### src/rtl/nark_fwd_backend.sv
// NARK core backend: ID/EX, EX/MEM, MEM/WB pipeline registers with a write-through
// register file, EX/MEM and MEM/WB operand forwarding, load-use stall and flush.
module nark_fwd_backend #(
   parameter int BITS    = 24,
   parameter int RA_BITS = 4
) (
   input  logic               CLK,
   input  logic               RST,
   input  logic               IssueValid,
   input  logic [RA_BITS-1:0] RA1,
   input  logic [RA_BITS-1:0] RA2,
   input  logic [RA_BITS-1:0] WA,
   input  logic [BITS-1:0]    ExtImm,
   input  logic               ALUSrc,
   input  logic [1:0]         ALUControl,
   input  logic               MemWrite,
   input  logic               MentoReg,
   input  logic               RegWrite,
   input  logic               Flush,
   output logic               Stall,
   output logic [3:0]         ALUFlags,
   output logic               FlagsValid,
   output logic [BITS-1:0]    MemAddr,
   output logic [BITS-1:0]    MemWData,
   output logic               MemWE,
   input  logic [BITS-1:0]    MemRData,
   output logic               WbValid,
   output logic [RA_BITS-1:0] WbAddr,
   output logic [BITS-1:0]    WbData
);

   localparam int DEPTH  = 2**RA_BITS;
   localparam int STAGES = 3;
   localparam int MSB    = BITS-1;

   typedef enum logic [1:0] {ALU_ADD, ALU_SUB, ALU_AND, ALU_ORR} alu_op_t;

   typedef struct packed {
      logic [RA_BITS-1:0] ra1;
      logic [RA_BITS-1:0] ra2;
      logic [RA_BITS-1:0] wa;
      logic [BITS-1:0]    rd1;
      logic [BITS-1:0]    rd2;
      logic [BITS-1:0]    imm;
      logic               alusrc;
      alu_op_t            op;
      logic               mw;
      logic               ld;
      logic               rw;
   } idex_t;

   typedef struct packed {
      logic [BITS-1:0]    alu;
      logic [BITS-1:0]    wd;
      logic [RA_BITS-1:0] wa;
      logic               rw;
      logic               ld;
      logic               mw;
   } exmem_t;

   typedef struct packed {
      logic [BITS-1:0]    data;
      logic [RA_BITS-1:0] wa;
      logic               rw;
   } memwb_t;

   // vld_pipe[1] = ID/EX, [2] = EX/MEM, [3] = MEM/WB
   logic [STAGES:1] vld_pipe;
   idex_t           ex;
   exmem_t          mem;
   memwb_t          wb;
   logic [BITS-1:0] rf [DEPTH];

   logic            issue_ok;
   logic [BITS-1:0] rd1, rd2;
   logic            fwd_m;
   logic [BITS-1:0] src_a, src_d, opb;
   logic [BITS-1:0] res;
   logic [BITS:0]   sum;
   logic            c_f, v_f;

   assign WbValid  = vld_pipe[3] & wb.rw;
   assign WbAddr   = wb.wa;
   assign WbData   = wb.data;
   assign MemAddr  = mem.alu;
   assign MemWData = mem.wd;
   assign MemWE    = vld_pipe[2] & mem.mw;
   assign FlagsValid = vld_pipe[1];

   // write-through: the value retiring this cycle is visible to the reader
   assign rd1 = (WbValid && WbAddr == RA1) ? WbData : rf[RA1];
   assign rd2 = (WbValid && WbAddr == RA2) ? WbData : rf[RA2];

   // only a load in EX can't be forwarded in time; flush masks the hazard
   assign Stall = IssueValid & ~Flush & vld_pipe[1] & ex.ld & ex.rw &
                  ((ex.wa == RA1) | ((ex.wa == RA2) & (~ALUSrc | MemWrite)));
   assign issue_ok = IssueValid & ~Stall & ~Flush;

   assign fwd_m = vld_pipe[2] & mem.rw & ~mem.ld;

   always_comb begin
      src_a = ex.rd1;
      if (fwd_m && mem.wa == ex.ra1)        src_a = mem.alu;
      else if (WbValid && WbAddr == ex.ra1) src_a = WbData;
      src_d = ex.rd2;
      if (fwd_m && mem.wa == ex.ra2)        src_d = mem.alu;
      else if (WbValid && WbAddr == ex.ra2) src_d = WbData;
      opb = ex.alusrc ? ex.imm : src_d;
   end

   always_comb begin
      sum = '0;
      res = '0;
      c_f = 1'b0;
      v_f = 1'b0;
      unique case (ex.op)
         ALU_ADD: begin
            sum = {1'b0, src_a} + {1'b0, opb};
            res = sum[MSB:0];
            c_f = sum[BITS];
            v_f = (src_a[MSB] == opb[MSB]) && (res[MSB] != src_a[MSB]);
         end
         ALU_SUB: begin
            // carry out of A + ~B + 1 is the unsigned no-borrow flag
            sum = {1'b0, src_a} + {1'b0, ~opb} + {{BITS{1'b0}}, 1'b1};
            res = sum[MSB:0];
            c_f = sum[BITS];
            v_f = (src_a[MSB] != opb[MSB]) && (res[MSB] != src_a[MSB]);
         end
         ALU_AND: res = src_a & opb;
         ALU_ORR: res = src_a | opb;
         default: res = '0;
      endcase
   end

   assign ALUFlags = vld_pipe[1] ? {res[MSB], (res == '0), c_f, v_f} : 4'b0000;

   always_ff @(posedge CLK or negedge RST) begin
      if (!RST) begin
         vld_pipe <= '0;
         ex       <= '0;
         mem      <= '0;
         wb       <= '0;
      end else begin
         vld_pipe <= {vld_pipe[STAGES-1:1], issue_ok};
         if (issue_ok) begin
            ex.ra1    <= RA1;
            ex.ra2    <= RA2;
            ex.wa     <= WA;
            ex.rd1    <= rd1;
            ex.rd2    <= rd2;
            ex.imm    <= ExtImm;
            ex.alusrc <= ALUSrc;
            ex.op     <= alu_op_t'(ALUControl);
            ex.mw     <= MemWrite;
            ex.ld     <= MentoReg;
            ex.rw     <= RegWrite;
         end
         mem.alu <= res;
         mem.wd  <= src_d;
         mem.wa  <= ex.wa;
         mem.rw  <= ex.rw;
         mem.ld  <= ex.ld;
         mem.mw  <= ex.mw;
         wb.data <= mem.ld ? MemRData : mem.alu;
         wb.wa   <= mem.wa;
         wb.rw   <= mem.rw;
      end
   end

   always_ff @(posedge CLK or negedge RST) begin
      if (!RST) begin
         for (int i = 0; i < DEPTH; i++) rf[i] <= '0;
      end else if (WbValid) begin
         rf[WbAddr] <= WbData;
      end
   end

endmodule

### config.mk
export PLATFORM = sky130hd
export DESIGN_NAME = nark_fwd_backend
export DESIGN_NICKNAME = d
export VERILOG_FILES = /design/src/rtl/nark_fwd_backend.sv
export SDC_FILE = /design/constraint.sdc
export NUM_CORES = 1
export LEC_CHECK = 0
export CAP_MARGIN = 40
export CORE_UTILIZATION = 41
export DETAILED_ROUTE_END_ITERATION = 10
export HOLD_SLACK_MARGIN = 0.05
export PLACE_DENSITY = 0.54
export SYNTH_ARGS = -nofsm -noshare
export SYNTH_HDL_FRONTEND = slang
export SYNTH_SLANG_ARGS = --single-unit
### constraint.sdc
create_clock -name CLK -period 8.9 [get_ports CLK]
set_input_delay 1.335 -clock CLK [delete_from_list [all_inputs] [get_ports CLK]]
set_output_delay 1.335 -clock CLK [all_outputs]
set_load 0.05 [all_outputs]
# [Word-level counts from Yosys, hierarchy flattened]
# Index checks and enable logic that the tools add are counted.
[word_totals] ff_bits=561 output_inout_bits=84
[classes] addsub=3 order_cmp=4 eq_ne=15 n_mux=21 bitwise=24 reduce_logical=11
[op_table] op="$bwmux 384" n=1
[op_table] op="$mux 24" n=13
[op_table] op="$bmux 24 s4" n=2
[op_table] op="$demux 24 s4" n=1
[op_table] op="$pmux 24 s4" n=1
[op_table] op="$add 24x24->25" n=2
[op_table] op="$eq 4x4->1" n=8
[op_table] op="$add 25x1->25 const B" n=1
[op_table] op="$and 24x24->24" n=1
[op_table] op="$logic_not 24->1" n=1
[op_table] op="$not 24->24" n=1
[op_table] op="$or 24x24->24" n=1
[op_table] op="$ge 5x5->1 const B" n=3
[op_table] op="$not 4->5" n=3
[op_table] op="$and 1x1->1" n=12
[op_table] op="$logic_and 1x1->1" n=9
[op_table] op="$lt 5x1->1 const B" n=1
[op_table] op="$eq 2x2->1 const B" n=2
[op_table] op="$mux 4" n=1
[op_table] op="$not 1->1" n=4
[op_table] op="$pmux 1 s2" n=2
[op_table] op="$ne 1x1->1" n=3
[op_table] op="$eq 2x1->1 const B" n=1
[op_table] op="$logic_not 2->1" n=1
[op_table] op="2 further kinds" n=3

# [Logic depth before layout (Yosys ltp)]
[depth] depth_word=12 mapped_depth=21 ltp_nobuf=19

# [Least setup slack after synthesis]
# Ideal clock, no wire load.
[synth_timing] path_kind="reg-to-output" start="reg wb, in the netlist WbAddr[3]" end="out ALUFlags[2]" arrival_time_ns=6.115 path_slack_ns=1.450 path_stages_with_launch=22 path_buffers=2 path_cell_list="dfrtp_1 > clkbuf_1 > xor2_1 > nor3_1 > nand3_1 > clkbuf_1 > mux2i_1 > o21ai_0 > mux2_2 > ha_1 > fa_1 > nor3_2 > o311ai_1 > and3_4 > o311a_1 > a2111oi_1 > a221oi_1 > a211oi_2 > nand4bb_1 > or4_1 > or4_1 > nor4_2"
[synth_between] elab_chain_len=11 elab_cells_between_ends=18 classes_between="add/sub (3); eq/ne (2); mux (7); bitwise (3); reduce/logical (3)"
[synth_lines] item="from (decl)" line="71" source="memwb_t wb;"
[synth_lines] item="$eq 4x4->1 *" line="107" source="else if (WbValid && WbAddr == ex.ra2) src_d = WbData;"
[synth_lines] item="$logic_and 1x1->1 *" line="107"
[synth_lines] item="$mux 24 *" line="107"
[synth_lines] item="$mux 24 *" line="106" source="if (fwd_m && mem.wa == ex.ra2) src_d = mem.alu;"
[synth_lines] item="named net src_d[0]" line="77" source="logic [BITS-1:0] src_a, src_d, opb;"
[synth_lines] item="$mux 24 *" line="108" source="opb = ex.alusrc ? ex.imm : src_d;"
[synth_lines] item="$not 24->24" line="125" source="sum = {1'b0, src_a} + {1'b0, ~opb} + {{BITS{1'b0}}, 1'b1};"
[synth_lines] item="$add 24x24->25" line="125"
[synth_lines] item="$add 25x1->25" line="125"
[synth_lines] item="$pmux 24 s4 *" line="116" source="unique case (ex.op)"
[synth_lines] item="named net res[10]" line="78" source="logic [BITS-1:0] res;"
[synth_lines] item="$logic_not 24->1 *" line="136" source="assign ALUFlags = vld_pipe[1] ? {res[MSB], (res == '0), c_f, v_f} : 4'b0000;"
[synth_lines] item="$mux 4 *" line="136"
[synth_lines] item="to (decl)" line="21" source="output logic [3:0] ALUFlags,"
# The timed path passes the listed nets; every way through them passes the cells marked *.

# [Worst setup path in the final report]
[layout_timing] start="reg wb, in the netlist WbAddr[1]" end="out ALUFlags[2]"
[layout_between] elab_chain_len=11 elab_cells_between_ends=18 classes_between="add/sub (3); eq/ne (2); mux (7); bitwise (3); reduce/logical (3)"
[layout_lines] item="$eq 4x4->1" line="107"
[layout_lines] item="$logic_and 1x1->1" line="107"
[layout_lines] item="$mux 24" line="107"
[layout_lines] item="$mux 24" line="106"
[layout_lines] item="$mux 24" line="108"
[layout_lines] item="$not 24->24" line="125"
[layout_lines] item="$add 24x24->25" line="125"
[layout_lines] item="$add 25x1->25" line="125"
[layout_lines] item="$pmux 24 s4 *" line="116"
[layout_lines] item="named net res[15]" line="78"
[layout_lines] item="$logic_not 24->1 *" line="136"
[layout_lines] item="$mux 4 *" line="136"
# Marked as above.

==> results.yml <==
critical_path:
  crit_type: "reg2out"
  critPathArrivalTime_ps: 7080
  rrSetupSlack_ps: 3400
  cp_max_fo: 14
  cp-startpoint: "WbAddr[1]"
  crit_path_end: "ALUFlags[2]"
  worstPathRequired_ps: 7570
  rr_worst_depth: 18
  reg2reg_from: "WbAddr[1]"
  start_kind: "flip-flop"
  r2r-end: "MemAddr[22]"
  end_kind: "output port"
placement:
  port_buffers: 153
  gp_congestion: 0.8943
  placed_cells: 3461
  dpl_cell_area_um2: 34090
  post-dp-hpwl_um: 62500
final_layout:
  fin_nets: 2638
  final_cells: 3575
  syn_to_final_growth_pct: 13.49
  design_area_um2: 36260
  drive_above_1_share_pct: 34.47
  multi_input_area_um2: 16360
  nFillCells: 6813
  seq_area_um2: 14040
logic_synthesis:
  synth_top_cell_area_share_pct: 43.94
  syn_inst: 2511
  ys_top_cells_by_count: "561 x dfrtp_1, 431 x mux2_2, 256 x nand2_1, 241 x mux4_2, 176 x clkbuf_1"
  ys.flop_type: "dfrtp_1"
  synth_edf_count: 0
  syn-cell-area_um2: 31950
  synth_cell_types: 76
  syn_area_per_cell_um2: 12.72
  syn_nets: 2655
  synth-async-reset-ratio_pct: 100.0
  ys_seq_elements: 561
  synth_warnings: 0
  ys_seq_area_share_pct: 43.94
  yosysTopAreaCell: "dfrtp_1"
  yosysMostFrequentCell: "dfrtp_1"
  synthTopCellsByArea: "dfrtp_1 44%, mux4_2 17%, mux2_2 15%, mux2i_1 3.3%, nand2_1 3.0%"
power:
  switching_power_mw: 3.450
  leakage_nw: 16.57
  p_int_mw: 6.131
  power_frac_comb_pct: 32.0
  power_frac_seq_pct: 39.8
  swShare_pct: 36.01
  power.density_nw_per_um2: 264.2
  peakVddDrop_v: 0.0001265
  power_frac_clock_pct: 28.3
detailed_routing:
  drt_wl_total_um: 96080
  drt_iter0_markers: 1342
  viasPerCell: 5.810
  vias: 20770
  wl_per_cell_um: 26.87
  drtAntennaViolNets: 0
  firstDrtPassIters: 5
  drc: 0
clock_tree:
  clkLatencyLatePin_ps: 640
  max-clock-path-buffers: 3
  cts_made_buffers: 61
  cts_sinks: 561
  post-cts-setup-buffer-count: 0
  postCtsResizedCells: 0
  cts_tree: "done"
  clkSlewWorstSetupHoldPaths_ps: 60
  cts_hold_buffers: 0
  htree_levels: 2
  cts_root_buffer: "clkbuf_16"
global_route:
  grt_pass1_vias: 21800
  antenna_found_initial: 1
  grt.total_usage_pct: 24.70
  gr-total-overflow: 0
  grt_pass1_wl_um: 144500
  grt_max_degree: 145
flow_run:
  maxCapViolations: 0
run_status:
  outcome: "complete, no violations"
floorplan:
  rows: 101
  core_area_um2: 76580
  die_h_um: 281.2
  die-area_um2: 79050
  io_pins: 154
  die_w_um: 281.2
  initial_core_util_pct: 41.72
timing:
  maxSlewViolCount: 0
  fin_crit_sh_pct: 94.55
  maxSlewHeadroom_pct: 38.79
  worst_slew_pin_slew_ps: 918.1
  fin_crit_ps: 8415
  setup_tns_ps: 0
  finalSetupViolCount: 0
  rsz0062_at_grt: "false"
  whs_ps: 381.3
  final_hold_viol_count: 0
  max_freq_mhz: 118.8
  fin_skew_ps: 23.02
worst_hold_path:
  hp-start: "mem[2]"
  hold_path.class: "reg2reg"
  hold_depth: 0
==> worst max-delay path: stages, from the launching register on <==
cell and delay, ps:
dfrtp_1 560, xor2_1 220, nor3_1 260, nand3_2 500
buf_4 430, mux2i_1 150, o21ai_0 360, ha_1 440
nor2b_1 230, nor4_1 110, a211oi_1 630, o21ai_2 160
nand2_1 220, and3_1 210, o31ai_1 130, nand4bb_1 280
or4_1 540, or4_1 450, nor4_2 350, buf_12 200
==> sequential cells by signal, summed over array words and instances (netlist names) <==
register / flops
WbData: 24
vld_pipe: 3
wb: 1
MemWData: 24
rf: 384
MemAddr: 24
mem: 7
ex: 90
WbAddr: 4
==> cell type report <==
| class | instances | share of cell area, % |
|---|---|---|
| flip-flops and latches | 561 | 38.72 |
| well taps | 1030 | 3.554 |
| clock inverters | 21 | 0.8247 |
| diodes | 1 | 0.006902 |
| inverters | 73 | 0.7557 |
| clock buffers | 92 | 5.138 |
| repair buffers | 207 | 5.866 |
| multi-input cells | 1590 | 45.13 |
==> cell usage in the layout (no fill, tap or decap), types with 11 or more instances in the layout <==
cell type / n
dfrtp_1: 560
mux2_2: 431
nand2_1: 256
mux4_2: 241
clkdlybuf4s50_1: 143
o21ai_0: 136
mux2i_1: 106
ha_1: 72
inv_1: 69
clkbuf_16: 61
a21oi_1: 45
nor2_1: 44
buf_4: 43
xnor2_1: 29
clkbuf_8: 22
xor2_1: 20
nor3_1: 14
o211ai_1: 14
a21o_1: 13
nor2_4: 11
a211oi_1: 11
==> per-stage QoR <==
stage | total power [mW] | utilization [%] | setup WS (ps)
global route | 10.07 | 47.35 | 53.28
floorplan | 5.972 | - | 1450
CTS | 9.650 | 47.34 | 421.3
finish | 9.581 | 47.35 | 485.2
global placement | 6.832 | 44.19 | 1207
detailed placement | 6.910 | 44.52 | 1172
==> routing by layer <==
layer  part of all wire (%)  vias to the layer above  routed length [um]  GRT usage, %
li1                       -                     9080                   -             -
met1                     45                    11040               42970         34.52
met2                     48                      532               46320         40.20
met3                    5.1                      119                4882         3.866
met4                    2.0                        0                1910         5.969
met5                      0                        -                   0             0
==> power groups by stage <==
stage / Combinational [mW] / Clock, mW / Sequential, mW
after global routing: 3.29 / 2.87 / 3.90
after detailed placement: 3.07 / 0 / 3.84
after CTS: 3.08 / 2.77 / 3.80
after global placement: 3.03 / 0 / 3.80
final: 3.07 / 2.71 / 3.81
after floorplan: 2.56 / 0 / 3.41
==> logic make-up (layout without fill, tap and decap cells) <==
kind of cell	Yosys count	count (layout)	share of synthesized area (%)
compound gates	288	288	5.573
xor+xnor	49	49	1.343
fa+ha+maj	74	74	2.945
buf+inv	360	393	5.205
flops	561	561	43.94
mux	778	778	35.50
other cells	0	1	0
simple gates	401	401	5.494
==> worst min-delay path by stage <==
stage | to | slack [ps]
floorplan | mem[0] | 350
global route | wb[0] | 420
CTS | wb[0] | 390
finish | wb[0] | 380
global placement | wb[0] | 380
detailed placement | wb[0] | 380
(Power assumes the default switching activity.)
